===== src/rtl/mem_stage_pkg.sv =====
// Shared bus widths and field layouts for the memory stage.
// Used by execute, memory and write-back stage logic.
package mem_stage_pkg;

    localparam int ES_TO_MS_BUS_WD = 87;
    localparam int MS_TO_WS_BUS_WD = 70;
    localparam int MS_FORWARD_WD   = 72;

    typedef enum logic [1:0] {
        MS_IDLE = 2'd0,
        MS_WAIT = 2'd1,
        MS_HOLD = 2'd2
    } ms_state_e;

    typedef struct packed {
        logic [3:0]  mul_div_op;
        logic        mul_div_sign;
        logic [1:0]  addr_lo;
        logic        mem_we;
        logic        ld_w;
        logic        ld_b;
        logic        ld_bu;
        logic        ld_h;
        logic        ld_hu;
        logic        st_w;
        logic        st_b;
        logic        st_h;
        logic        res_from_mem;
        logic        gr_we;
        logic [4:0]  dest;
        logic [31:0] alu_result;
        logic [31:0] pc;
    } es_to_ms_t;

    typedef struct packed {
        logic        gr_we;
        logic [4:0]  dest;
        logic [31:0] final_result;
        logic [31:0] pc;
    } ms_to_ws_t;

    typedef struct packed {
        logic        data_pending;
        logic [31:0] pc;
        logic [31:0] final_result;
        logic [4:0]  dest;
        logic        gr_we;
        logic        valid;
    } ms_forward_t;

endpackage


===== src/rtl/mem_stage_load_align.sv =====
// Load data alignment: picks the addressed byte/half of the
// returned word and sign- or zero-extends it.
module load_align (
    input  logic [31:0] w,
    input  logic [1:0]  addr_lo,
    input  logic        ld_w,
    input  logic        ld_b,
    input  logic        ld_bu,
    input  logic        ld_h,
    input  logic        ld_hu,
    output logic [31:0] value
);

    logic [7:0]  byte_sel;
    logic [15:0] half_sel;

    always_comb begin
        byte_sel = w[7:0];
        unique case (addr_lo)
            2'd0: byte_sel = w[7:0];
            2'd1: byte_sel = w[15:8];
            2'd2: byte_sel = w[23:16];
            2'd3: byte_sel = w[31:24];
            default: byte_sel = w[7:0];
        endcase
    end

    assign half_sel = addr_lo[1] ? w[31:16] : w[15:0];

    always_comb begin
        value = w;
        unique case (1'b1)
            ld_w:  value = w;
            ld_b:  value = {{24{byte_sel[7]}}, byte_sel};
            ld_bu: value = {24'd0, byte_sel};
            ld_h:  value = {{16{half_sel[15]}}, half_sel};
            ld_hu: value = {16'd0, half_sel};
            default: value = w;
        endcase
    end

endmodule


===== src/rtl/mem_stage.sv =====
// Memory stage: waits for the data-SRAM response, aligns loads,
// picks the mul/div result and hands one bundle to write-back.
module mem_stage
    import mem_stage_pkg::*;
(
    input  logic                       clk,
    input  logic                       reset,
    input  logic                       es_to_ms_valid,
    input  logic [ES_TO_MS_BUS_WD-1:0] es_to_ms_bus,
    output logic                       ms_allowin,
    input  logic                       ws_allowin,
    output logic                       ms_to_ws_valid,
    output logic [MS_TO_WS_BUS_WD-1:0] ms_to_ws_bus,
    output logic [MS_FORWARD_WD-1:0]   ms_forward,
    input  logic [31:0]                data_sram_rdata,
    input  logic                       data_sram_data_ok,
    input  logic [63:0]                mul_result,
    input  logic [31:0]                div_quotient,
    input  logic [31:0]                div_remainder
);

    es_to_ms_t   es_bus;
    es_to_ms_t   ms_bus;
    ms_state_e   state;
    ms_state_e   state_nxt;
    logic        ms_valid;
    logic [31:0] rdata_buf;
    logic        ready_go;
    logic        capture;
    logic        data_pending;
    logic        accept;
    logic        in_mem_op;
    logic [31:0] ld_value;
    logic [31:0] final_result;
    ms_to_ws_t   ws_out;
    ms_forward_t fwd_out;

    assign es_bus    = es_to_ms_t'(es_to_ms_bus);
    assign accept    = es_to_ms_valid & ms_allowin;
    assign in_mem_op = es_bus.res_from_mem | es_bus.mem_we;

    assign ms_allowin     = !ms_valid | (ready_go & ws_allowin);
    assign ms_to_ws_valid = ms_valid & ready_go;

    always_ff @(posedge clk or negedge reset) begin
        if (!reset) begin
            state <= MS_IDLE;
        end else begin
            state <= state_nxt;
        end
    end

    // Any handoff slot re-targets the state to the incoming instruction.
    always_comb begin
        state_nxt = state;
        unique case (state)
            MS_IDLE, MS_HOLD: begin
                if (ms_allowin) begin
                    state_nxt = (accept && in_mem_op) ? MS_WAIT : MS_IDLE;
                end
            end
            MS_WAIT: begin
                if (data_sram_data_ok) begin
                    state_nxt = MS_HOLD;
                end
            end
            default: state_nxt = MS_IDLE;
        endcase
    end

    always_comb begin
        ready_go = 1'b1;
        capture  = 1'b0;
        unique case (state)
            MS_WAIT: begin
                ready_go = 1'b0;
                capture  = data_sram_data_ok;
            end
            default: begin
                ready_go = 1'b1;
                capture  = 1'b0;
            end
        endcase
    end

    assign data_pending = ms_valid & ms_bus.res_from_mem
                        & (state == MS_WAIT);

    always_ff @(posedge clk or negedge reset) begin
        if (!reset) begin
            ms_valid <= 1'b0;
        end else if (ms_allowin) begin
            ms_valid <= es_to_ms_valid;
        end
    end

    always_ff @(posedge clk or negedge reset) begin
        if (!reset) begin
            ms_bus <= '0;
        end else if (accept) begin
            ms_bus <= es_bus;
        end
    end

    always_ff @(posedge clk or negedge reset) begin
        if (!reset) begin
            rdata_buf <= 32'd0;
        end else if (capture) begin
            rdata_buf <= data_sram_rdata;
        end
    end

    load_align u_load_align (
        .w       (rdata_buf),
        .addr_lo (ms_bus.addr_lo),
        .ld_w    (ms_bus.ld_w),
        .ld_b    (ms_bus.ld_b),
        .ld_bu   (ms_bus.ld_bu),
        .ld_h    (ms_bus.ld_h),
        .ld_hu   (ms_bus.ld_hu),
        .value   (ld_value)
    );

    always_comb begin
        if (ms_bus.res_from_mem) begin
            final_result = ld_value;
        end else if (ms_bus.mul_div_op[0]) begin
            final_result = mul_result[31:0];
        end else if (ms_bus.mul_div_op[1]) begin
            final_result = mul_result[63:32];
        end else if (ms_bus.mul_div_op[2]) begin
            final_result = div_quotient;
        end else if (ms_bus.mul_div_op[3]) begin
            final_result = div_remainder;
        end else begin
            final_result = ms_bus.alu_result;
        end
    end

    always_comb begin
        ws_out.gr_we        = ms_bus.gr_we;
        ws_out.dest         = ms_bus.dest;
        ws_out.final_result = final_result;
        ws_out.pc           = ms_bus.pc;
    end

    always_comb begin
        fwd_out.data_pending = data_pending;
        fwd_out.pc           = ms_bus.pc;
        fwd_out.final_result = final_result;
        fwd_out.dest         = ms_bus.dest;
        fwd_out.gr_we        = ms_bus.gr_we;
        fwd_out.valid        = ms_valid;
    end

    assign ms_to_ws_bus = ws_out;
    assign ms_forward   = fwd_out;

endmodule


===== config.mk =====
export PLATFORM = sky130hd
export DESIGN_NAME = mem_stage
export DESIGN_NICKNAME = d
export VERILOG_FILES = /design/src/rtl/mem_stage_pkg.sv /design/src/rtl/mem_stage_load_align.sv /design/src/rtl/mem_stage.sv
export SDC_FILE = /design/constraint.sdc
export NUM_CORES = 1
export LEC_CHECK = 0
export CAP_MARGIN = 20
export CORE_MARGIN = 8
export CORE_UTILIZATION = 36
export DETAILED_ROUTE_END_ITERATION = 8
export GPL_TIMING_DRIVEN = 0
export PLACE_DENSITY = 0.86
export SYNTH_ARGS = -nofsm -noshare
export SYNTH_HDL_FRONTEND = slang
export SYNTH_SLANG_ARGS = --single-unit

===== constraint.sdc =====
create_clock -name clk -period 2.1 [get_ports clk]
set_input_delay 0.42 -clock clk [delete_from_list [all_inputs] [get_ports clk]]
set_output_delay 0.42 -clock clk [all_outputs]
set_load 0.005 [all_outputs]

==> results_dict.tcl <==
set metrics [dict create \
    tns_ns -46.13 \
    grt_pass1_wl_mm 50.8 \
    worstPathRequired_ns 1.68 \
    die_w_um 157 \
    syn_to_final_growth_pct 89.3 \
    end_kind "output pin" \
    gr-total-overflow 0 \
    die_h_um 157 \
    synth_area_leaders "dfrtp_1, mux2_2, buf_4, a21oi_1, o21ai_0" \
    slowest_delay_ns 0.56 \
    min_path_type "flop to flop" \
    fin_ws_ns -0.886 \
    finalSetupViolations 65 \
    slew_headroom 0.522 \
    synthCells 683 \
    die_area_um2 24800 \
    cts_tree "done" \
    rsz0062_at_grt "true" \
    antenna_found_initial 10 \
    path_max_fanout 6 \
    synth_area_per_cell_um2 10.5 \
    ys_types 33 \
    worstMarginPinSlew_ns 0.717 \
    insertion_delay_ns 0.42 \
    row_count 51 \
    cp_data_arrival_time_ns 2.57 \
    skew_ns 0.00749 \
    met1_usage 0.295 \
    status "finished, violations left" \
    drc 0 \
    ys_seq_area_frac 0.403 \
    power_density_nw_per_um2 1270 \
    peakVddDrop_mv 0.951 \
    dp_hpwl_mm 27.3 \
    finalHoldViolCount 0 \
    grt_pass1_vias 8252 \
    r2r-end "rdata_buf[24]" \
    cts_buffers 17 \
    syn_area_um2 7200 \
    maxCapViolations 0 \
    ant_nets 0 \
    grt_use_met3 0.0908 \
    io_buffers 390 \
    start_kind "flop" \
    vias_per_cell 5.19 \
    fin_crit_sh 1.42 \
    fin_util 0.698 \
    maxSlewViolCount 0 \
    synthMuxAreaShare 0.254 \
    finalCriticalPeriod_ns 2.99 \
    yosys.area_share.simple 0.0374 \
    regToRegSetupSlack_ns 0.16 \
    crit_slowest_cell "mux4_2" \
    crit_type "flop to output pin" \
    coreArea_um2 19500 \
    start_util 0.369 \
    routedWlPerCell_um 24.3 \
    io_pins 396 \
    cts_sinks 116 \
    grt_most_used_layer "met2" \
    holdPathStages 1 \
    synth_top_area_frac 0.403 \
    ys_seq_elements 116 \
    root_buffer "clkbuf_16" \
    cts_buffer_depth 2 \
    crit_top_cell "buf_4" \
    max_freq_ghz 0.335 \
    nets 1417 \
    synthAdderAreaFrac 0 \
    drtIter0Drc 390 \
    min_to "ms_bus[44]" \
    synth_top_family_by_area "multiplexers" \
    grt_usage 0.278 \
    timing.rr.start "state[0]" \
    synth_top_cell_by_area "dfrtp_1" \
    path_cells "mux4_2, buf_4, buf_6, buf_4, nand3_4, o211ai_1, buf_4, dlygate4sd2_1" \
    violations "negative setup slack" \
    yosys_warnings 0 \
    place_congestion 0.928 \
    rr_worst_depth 4 \
    drive_above_1_share 0.459 \
    clk_pin_slew_worst_paths_ns 0.06 \
    use_met2 0.471 \
    synth_compound_area_frac 0.147 \
    leakagePower_nw 5.84 \
    routed-via-count 7535 \
    syn-num-nets 935 \
    grt_max_degree 61 \
    cts_htree_levels 4 \
    dr.pass1.iters 5 \
    hold_start "ms_bus[44]" \
    routed_wl_mm 35.4 \
    dpl_cell_area_um2 11600 \
    synthXorXnorAreaFrac 0 \
    fin_area_um2 13600 \
    holdWs_ns 0.503 \
]
-- registers in the layout, summed over array words and instances, names as in the netlist --
register and flops:
ms_forward 38, ms_bus 43, ms_valid 1, rdata_buf 32
state 2
-- critical path: cells and delay by family, from the launching register on --
kind / cells / cell delay (ns)
flip-flops: 1 / 0.42
multiplexers: 1 / 0.56
AND/OR/NAND/NOR: 1 / 0.11
AO/OA/AOI/OAI: 1 / 0.20
buffers and inverters: 5 / 0.85
-- worst max path at each step --
| stage | startpoint | slack [ns] | end | cells past startpoint |
|---|---|---|---|---|
| floorplan | ms_bus[81] | -0.16 | ms_to_ws_bus[53] | 6 |
| global placement | reset | -4.12 | ms_forward[65] | 1 |
| detailed placement | ms_bus[86] | -1.29 | ms_to_ws_bus[35] | 8 |
| CTS | rdata_buf[31] | -0.88 | ms_to_ws_bus[59] | 7 |
| global route | ms_bus[81] | -0.92 | ms_to_ws_bus[59] | 7 |
| finish | ms_bus[81] | -0.89 | ms_to_ws_bus[41] | 8 |
-- placed cells by master, fill, tap and decap left out, types with 4 or more instances in the layout --
cell type / netlist / routed
mux2i_2: 0 / 4
inv_1: 35 / 35
buf_4: 111 / 149
o21ai_1: 2 / 11
bufinv_16: 0 / 4
nor2b_1: 10 / 9
a32oi_1: 7 / 7
a21oi_1: 57 / 41
o21ai_2: 0 / 4
dfrtp_1: 116 / 111
mux2_2: 131 / 131
nand2_1: 12 / 10
clkbuf_2: 0 / 12
clkbuf_4: 0 / 5
o211ai_1: 7 / 7
a211oi_2: 0 / 15
clkdlybuf4s50_1: 0 / 322
nor2_1: 28 / 26
diode_2: 0 / 10
mux2i_1: 17 / 11
a211o_1: 8 / 8
a221oi_4: 0 / 15
a311oi_2: 0 / 6
inv_6: 0 / 4
buf_2: 13 / 35
o21ai_0: 39 / 25
a21oi_4: 0 / 9
buf_6: 1 / 72
dfrtp_2: 0 / 5
a21oi_2: 0 / 7
mux4_2: 8 / 8
clkbuf_16: 0 / 20
-- cells in the mapped netlist --
cell type,instances
mux2_2,131
dfrtp_1,116
buf_4,111
a21oi_1,57
o21ai_0,39
inv_1,35
nor2_1,28
clkbuf_1,24
mux2i_1,17
a211oi_1,16
a221oi_1,16
buf_2,13
nand2_1,12
nor2b_1,10
a211o_1,8
mux4_2,8
a311oi_1,7
a32oi_1,7
o211ai_1,7
buf_1,4
nand2b_1,2
nand3_1,2
o21ai_1,2
o2bb2ai_1,2
a221o_1,1
and3_1,1
buf_6,1
nor4_4,1
o21a_1,1
o21bai_1,1
o311ai_0,1
o32ai_1,1
or2_2,1
-- layout make-up --
type | instances | area [µm²]
clock inverters | 14 | 199
multi-input cells | 379 | 3840
repair buffers | 470 | 4610
clock buffers | 18 | 439
fillers | 1446 | 5900
plain buffers | 146 | 1140
flip-flops and latches | 116 | 2910
diodes | 10 | 25.0
well taps | 265 | 332
inverters | 35 | 131
-- through the flow --
stage / worst slack [ns] / std cells / power (mW)
4_1_cts: -0.884 / 1428 / 16.8
2_1_floorplan: -0.159 / 683 / 7.47
6_report: -0.886 / 1453 / 17.3
5_1_grt: -0.919 / 1452 / 18.1
3_5_place_dp: -1.29 / 1339 / 11.9
3_3_place_gp: -4.12 / 1338 / 11.7
-- cells by family (layout without fill, tap and decap cells) --
| group | after synthesis | after routing |
|---|---|---|
| and+or+nand+nor | 57 | 57 |
| AOI/OAI and AO/OA | 166 | 166 |
| muxes | 156 | 156 |
| buffers and inverters | 188 | 683 |
| DFF | 116 | 116 |
| other | 0 | 10 |
-- where the power goes --
| group | total, mW | switching (mW) | internal, mW |
|---|---|---|---|
| sequential | 3.84 | 0.864 | 2.98 |
| clock | 3.19 | 1.16 | 2.03 |
| combinational | 10.3 | 4.15 | 6.11 |
| total | 17.3 | 6.17 | 11.1 |
-- metal layers --
| layer | share of wire | up-vias |
|---|---|---|
| met5 | 0.00048 | - |
| met4 | 0.058 | 2 |
| met3 | 0.096 | 101 |
| met2 | 0.49 | 450 |
| met1 | 0.36 | 3661 |
| li1 | - | 3321 |
-- what timing repair did --
item,in CTS,in global routing
gates cloned,3,0
gates resized for setup,447,40
hold endpoints to repair,8,0
hold buffers,1,0
buffers inserted,60,22
endpoints found under the setup margin,144,66
pin swaps,56,34
Note: power is estimated with default switching activity, not from simulation.
